==> src/rtl/des_expand_xor_pipe.sv <==
// Pipelined DES E-box: expands a 4*GROUPS-bit half-block to 6*GROUPS bits with
// the wrap-around neighbour rule, optionally keys it, and streams it out.
module des_expand_xor_pipe #(
   parameter int GROUPS = 8,
   parameter int STAGES = 2,
   parameter int CNT_W  = 16
) (
   input  logic                  wClk,
   input  logic                  wReset,
   input  logic                  wInValid,
   output logic                  rInReady,
   input  logic [4*GROUPS-1:0]   wInData,
   input  logic [6*GROUPS-1:0]   wSubKey,
   input  logic                  wXorEn,
   output logic                  rOutValid,
   input  logic                  wOutReady,
   output logic [6*GROUPS-1:0]   rOutData,
   output logic [CNT_W-1:0]      rXferCount
);

   localparam int N = 4 * GROUPS;
   localparam int M = 6 * GROUPS;

   logic [M-1:0]      expanded;
   logic [M-1:0]      keyed;
   logic [STAGES-1:0] load;
   logic [STAGES-1:0] drain;
   logic [STAGES-1:0] v_q, v_d;
   logic [M-1:0]      d_q [STAGES];
   logic [M-1:0]      d_d [STAGES];
   logic [CNT_W-1:0]  cnt_q, cnt_d;

   // DES bit k (1 = MSB) lives at vector index N-k; group edges borrow the
   // neighbouring groups' outer bits, wrapping around the half-block.
   for (genvar g = 0; g < GROUPS; g++) begin : g_expand
      localparam int FIRST = (g == 0)          ? 0     : N - 4*g;
      localparam int LAST  = (g == GROUPS - 1) ? N - 1 : N - 4*g - 5;
      assign expanded[M-1-6*g]      = wInData[FIRST];
      assign expanded[M-2-6*g -: 4] = wInData[N-1-4*g -: 4];
      assign expanded[M-6-6*g]      = wInData[LAST];
   end

   assign keyed = expanded ^ (wXorEn ? wSubKey : '0);

   // Ready ripples backwards: a stage may load if empty or draining now.
   always_comb begin
      // NOTE: every combinational output gets a default first so no path leaves it unassigned (no latch).
      drain = '0;
      load  = '0;
      drain[STAGES-1] = v_q[STAGES-1] & wOutReady;
      load[STAGES-1]  = ~v_q[STAGES-1] | drain[STAGES-1];
      for (int i = STAGES - 2; i >= 0; i--) begin
         drain[i] = v_q[i] & load[i+1];
         load[i]  = ~v_q[i] | drain[i];
      end
   end

   always_comb begin
      v_d = v_q;
      for (int i = 0; i < STAGES; i++) begin
         d_d[i] = d_q[i];
      end
      if (load[0]) begin
         v_d[0] = wInValid;
         if (wInValid) begin
            d_d[0] = keyed;
         end
      end
      for (int i = 1; i < STAGES; i++) begin
         if (load[i]) begin
            v_d[i] = v_q[i-1];
            if (v_q[i-1]) begin
               d_d[i] = d_q[i-1];
            end
         end
      end
      cnt_d = cnt_q + CNT_W'(drain[STAGES-1]);
   end

   always_ff @(posedge wClk or posedge wReset) begin
      if (wReset) begin
         v_q   <= '0;
         cnt_q <= '0;
         // NOTE: the data registers are reset too, so rOutData reads 0 straight out of reset.
         for (int i = 0; i < STAGES; i++) begin
            d_q[i] <= '0;
         end
      end else begin
         // NOTE: state updates use <= so every stage samples the pre-edge values of its neighbour.
         v_q   <= v_d;
         cnt_q <= cnt_d;
         for (int i = 0; i < STAGES; i++) begin
            d_q[i] <= d_d[i];
         end
      end
   end

   assign rInReady   = load[0];
   assign rOutValid  = v_q[STAGES-1];
   assign rOutData   = d_q[STAGES-1];
   assign rXferCount = cnt_q;

endmodule

==> config.mk <==
export PLATFORM = sky130hd
export DESIGN_NAME = des_expand_xor_pipe
export DESIGN_NICKNAME = d
export VERILOG_FILES = /design/src/rtl/des_expand_xor_pipe.sv
export SDC_FILE = /design/constraint.sdc
export NUM_CORES = 1
export LEC_CHECK = 0
export BUFFER_PORTS_ARGS = -buffer_cell sky130_fd_sc_hd__buf_2
export CORE_AREA = 2 2 106 108
export DETAILED_ROUTE_END_ITERATION = 10
export DIE_AREA = 0 0 108 110
export PLACE_DENSITY = 0.86
export SLEW_MARGIN = 40
export SYNTH_ARGS = -nofsm -noshare
export SYNTH_HDL_FRONTEND = slang
export SYNTH_SLANG_ARGS = --single-unit
==> constraint.sdc <==
create_clock -name wClk -period 5.08 [get_ports wClk]
set_clock_uncertainty 0.1 [all_clocks]
set_input_delay 0.762 -clock wClk [delete_from_list [all_inputs] [get_ports wClk]]
set_output_delay 0.762 -clock wClk [all_outputs]
set_load 0.01 [all_outputs]
# [Word-level counts from Yosys, hierarchy flattened]
# Index checks and enable logic that the tools add are counted.
[op_classes] n_addsub=1 n_mul=0 div_mod_pow=0 magnitude_cmp=0 n_eq_ne=0 shift=0 muxes=1 bitwise_logic=7 n_reduce_logical=2
[ops] op="$mux 48" count=1
[ops] op="$xor 48x48->48" count=1
[ops] op="$add 16x1->16" count=1
[ops] op="$reduce_and 2->1" count=2
[ops] op="$and 1x1->1" count=2
[ops] op="$not 1->1" count=2
[ops] op="$or 1x1->1" count=2
[totals] regBits=114 latchBits=0 ram_bits=0 mem_bits_ro=0 mem_count=0

# [Longest topological paths before layout]
[depth] depth_word=5 mapped_depth=6 ltp_nobuf=6

# [Least setup slack after synthesis]
# Ideal clock, no wire load.
[synth_path] kind="input to output" start="input wOutReady" end="output rInReady" arrival_ps=1198 slack_ps=3020 stages=2 path_buffers=1 path_cell_list="nand3b_4 > clkbuf_1"
[synth_via] elab_chain_len=4
[synth_lines] item="from (decl)" line="16" rtl="input logic wOutReady,"
[synth_lines] item="$and 1x1->1" line="50" rtl="drain[STAGES-1] = v_q[STAGES-1] & wOutReady;"
[synth_lines] item="$or 1x1->1" line="51" rtl="load[STAGES-1] = ~v_q[STAGES-1] | drain[STAGES-1];"
[synth_lines] item="$and 1x1->1" line="53" rtl="drain[i] = v_q[i] & load[i+1];"
[synth_lines] item="$or 1x1->1" line="54" rtl="load[i] = ~v_q[i] | drain[i];"
[synth_lines] item="to (decl)" line="11" rtl="output logic rInReady,"
# Every way passes these cells.

# [Worst setup path in the final report]
[layout_path] start="register v_q[1]" end="output rInReady"
[layout_via] elab_chain_len=4 elab_cells_between_ends=5 classes_between="bitwise (5)"
[layout_lines] item="from (decl)" line="28" rtl="logic [STAGES-1:0] v_q, v_d;"
[layout_lines] item="from (signal assigned)" line="90" rtl="v_q <= v_d;"
[layout_lines] item="$and 1x1->1 / $not 1->1 (equally long branches)" line="50, 51"
[layout_lines] item="$or 1x1->1 *" line="51"
[layout_lines] item="$and 1x1->1 *" line="53"
[layout_lines] item="$or 1x1->1 *" line="54"
# Every way passes the cells marked *; elsewhere a longest branch is shown, timed or not.

==> parameters.txt <==
Parameter                              Value

Clock network
  CTS Buffer Depth    2
  Clock transition at the register clock pins on the worst setup and hold paths after CTS    around 0.060 ns
  Num Clock Sinks    114
  Number of H-tree levels    4
  Post-CTS resize count    0
  Post-CTS Setup Inserts    0
  Clock buffer count from CTS    17
  Clock latency at the later pin of the worst-skew pair    a little under 0.5 ns
  Hold Buf Count CTS    0
  CTS Root Buffer Type    sky130_fd_sc_hd__clkbuf_8
  TritonCTS clock tree    done

Worst setup path
  Cell-by-cell listing of the critical path    nand3b_4, buf_2
  Largest stage delay on the critical path    approximately 0.51 ns
  Standard cell with the maximum stage delay on the critical path    sky130_fd_sc_hd__nand3b_4
  Number of buffers and inverters on the critical path    1
  Sort of element at the start of the critical path    flop
  Reg2reg setup slack    ~2.9 ns
  Maximum fanout along the worst path    51
  Endpoint of the worst-slack reg-to-reg timing path    rOutData[14]
  Last element of the critical path    rInReady
  Crit path from    v_q[1]
  Required time worst endpoint    between 4 and 5 ns
  Critical path endpoint category    primary output
  Crit-path leading delay family    simple AND/OR/NAND/NOR gates
  Worst path arrival time    between 1.5 and 2 ns
  Crit path kind    reg2out
  Launching point of the worst reg2reg path    v_q[1]
  Number of cells on the worst reg-to-reg path    4
  Stages on worst setup path    2

Timing
  Worst Tran Pin Value    ~0.73 ns
  Post-route setup TNS    0 ns
  Highest achievable clock rate    around 370 MHz
  Setup repair after global routing missed its margin    no
  Fraction of the cycle the final worst path needs    52.6%
  Post-route minimum period    around 2.7 ns
  Hold violation count in the final report    0
  Max-slew violations    0
  Final-report setup violation count    0
  Normalized max-slew margin    between 50% and 60%

Routing
  Via count    around 3700
  Number of antenna-violating nets in the routed design    0
  Detailed router's first-iteration violation count    139
  Drc violations    0
  Wire length per cell after detailed routing    approximately 15 µm
  Sum of routed wire length over all layers    ~11000 µm
  Via density    approximately 5.1
  Drt pass-1 iters    4

Global route
  Global-route congestion overflow total    0
  Global-route wire length before repair    between 15000 and 20000 µm
  Total global routing track utilization    about a fifth
  Number of antenna violations at the first check in global routing    0
  Via count of the first global-routing pass    3715
  Maximum number of pins on one net before global-route repair    83

Final layout
  Net total in the final layout    roughly 670
  Syn-to-layout area delta    18.7%
  Most common library cell in the layout ignoring fill and taps    sky130_fd_sc_hd__buf_2
  Commonest cells after routing, fill and taps aside    148 x sky130_fd_sc_hd__buf_2, 114 x sky130_fd_sc_hd__dfrtp_1, 96 x sky130_fd_sc_hd__a21oi_1, 57 x sky130_fd_sc_hd__xor2_1, 52 x sky130_fd_sc_hd__nand2_1
  Final core utilization    60.3%
  Design Area, Final    around 6400 µm²
  Fraction of final layout cells sized beyond drive strength 1    ~40%
  Count of inserted antenna diode cells    0

Placed design
  Instance area after placement    5880 µm²
  Input/output buffers    150
  Estimated wirelength of the detail-placed design    7350 µm
  Last weighted congestion value of the routability-driven placer    0.772

Logic synthesis
  Number of nets in the synthesized netlist    567
  #FFs+latches synth    114
  Most area-consuming cells after synthesis    sky130_fd_sc_hd__dfrtp_1 53%, sky130_fd_sc_hd__xor2_1 9.2%, sky130_fd_sc_hd__a21oi_1 8.8%, sky130_fd_sc_hd__buf_4 6.6%, sky130_fd_sc_hd__mux2_2 5.8%
  Post-synthesis sequential area ratio    52.5%
  Commonest register cell after synthesis    sky130_fd_sc_hd__dfrtp_1
  Number of synthesis warnings    0
  Synthesized instance count    479
  Number of library cell types mapped by synthesis    25
  Synthesized area divided by synthesized cell count    11.3 µm²
  Summed instance area of the synthesized netlist    roughly 5400 µm²
  Cell type with the largest total area after synthesis    sky130_fd_sc_hd__dfrtp_1
  Fraction of post-synthesis cell area in the top cell type by area    a little over half
  Number of enable-type register cells in the synthesized netlist    0
  Async SR Flop Fraction    100%

Floorplan
  Total Die Area    approximately 12000 µm²
  Die Wd    ~110 µm
  Vertical die dimension    between 100 and 150 µm
  Row Count    38
  Core Area    ~11000 µm²
  Number of top-level design ports    ~150
  Effective utilization at floorplan    approximately half

Worst hold path
  Path category of the worst min-delay check    in2async

Power and ir drop
  Power density over cell area    roughly 460 nW/µm²
  Sequential share of power    42.2%
  Lkg Pwr    between 3 and 4 nW
  Worst vdd rail ir drop    between 0.2 and 0.25 mV
  Pint    between 2 and 2.5 mW
  Switching part of the total power    27.9%
  Comb power frac    roughly a fifth
  Part of the total power dissipated in the clock network    ~38%
  Total net switching power    between 800 and 900 µW

Status
  Status    complete, no violations

Flow run
  # Max-Cap Violations    0
synthesized netlist by cell type (all sizes together), types with 4 or more instances:
cell and n:
clkbuf 13, xnor2 5, nand2 53, nor4 4
dfrtp 114, nand3 5, buf 60, a21oi 96
nand4 7, mux2 48, xor2 57
sequential cells by signal, summed over array words and instances (netlist names):
register	flops
v_q	2
d_q	48
rXferCount	16
rOutData	48
layout make-up:
type / instances / area, µm²
timing repair buffer: 152 / 771
fill: 898 / 4250
clock inverter: 10 / 109
tap: 140 / 175
inverter: 2 / 12.5
sequential: 114 / 2850
clock buffer: 22 / 453
multi-input combinational: 290 / 2080
worst min-delay path by stage:
stage	end	slack (ns)	depth (start not counted)
2_1_floorplan	rOutData[34]	0.38	1
3_3_place_gp	rXferCount[15]	0.35	1
3_5_place_dp	rXferCount[15]	0.36	1
4_1_cts	rOutData[11]	0.32	2
5_1_grt	d_q[55]	0.34	2
6_report	d_q[55]	0.28	2
worst reg2reg max path: stages, from the launching register on:
cell,delay (ns)
sky130_fd_sc_hd__dfrtp_1,0.45
sky130_fd_sc_hd__nand2b_1,0.13
sky130_fd_sc_hd__nand2_2,0.52
sky130_fd_sc_hd__buf_4,0.50
sky130_fd_sc_hd__mux2_2,0.40
through the flow:
stage / cells / hold slack [ns] / setup slack (ns) / total power [mW]
6_report: 730 / 0.284 / 2.41 / 2.94
3_3_place_gp: 698 / 0.350 / 2.40 / 1.81
2_1_floorplan: 479 / 0.381 / 1.20 / 1.74
4_1_cts: 730 / 0.316 / 2.41 / 2.97
5_1_grt: 730 / 0.337 / 2.31 / 3.09
3_5_place_dp: 698 / 0.359 / 2.28 / 1.84
per-layer routing:
metal	vias up	global-route usage [%]	routed length, µm
met5	-	0	0
met4	0	6.50	148
met3	15	5.06	532
met1	1808	23.3	4720
met2	115	31.8	5340
li1	1764	-	-
cell families (layout without fill, tap and decap cells):
family	count (synthesis)	count (layout)	synth area share [%]
flip-flops	114	114	52.5
AO/OA/AOI/OAI	96	96	8.85
AND/OR/NAND/NOR	81	81	7.26
buffers and inverters	75	186	9.35
XOR/XNOR	62	62	10.0
multiplexers	48	48	11.3
adder cells (fa/ha/maj)	3	3	0.691
power groups by stage:
stage | sequential [mW] | clock [mW] | combinational (mW)
after CTS | 1.24 | 1.13 | 0.594
after global routing | 1.26 | 1.18 | 0.642
after global placement | 1.24 | 0 | 0.568
after floorplan | 1.22 | 0 | 0.512
after detailed placement | 1.25 | 0 | 0.592
final | 1.24 | 1.11 | 0.587
Note: power is estimated with default switching activity, not from simulation.
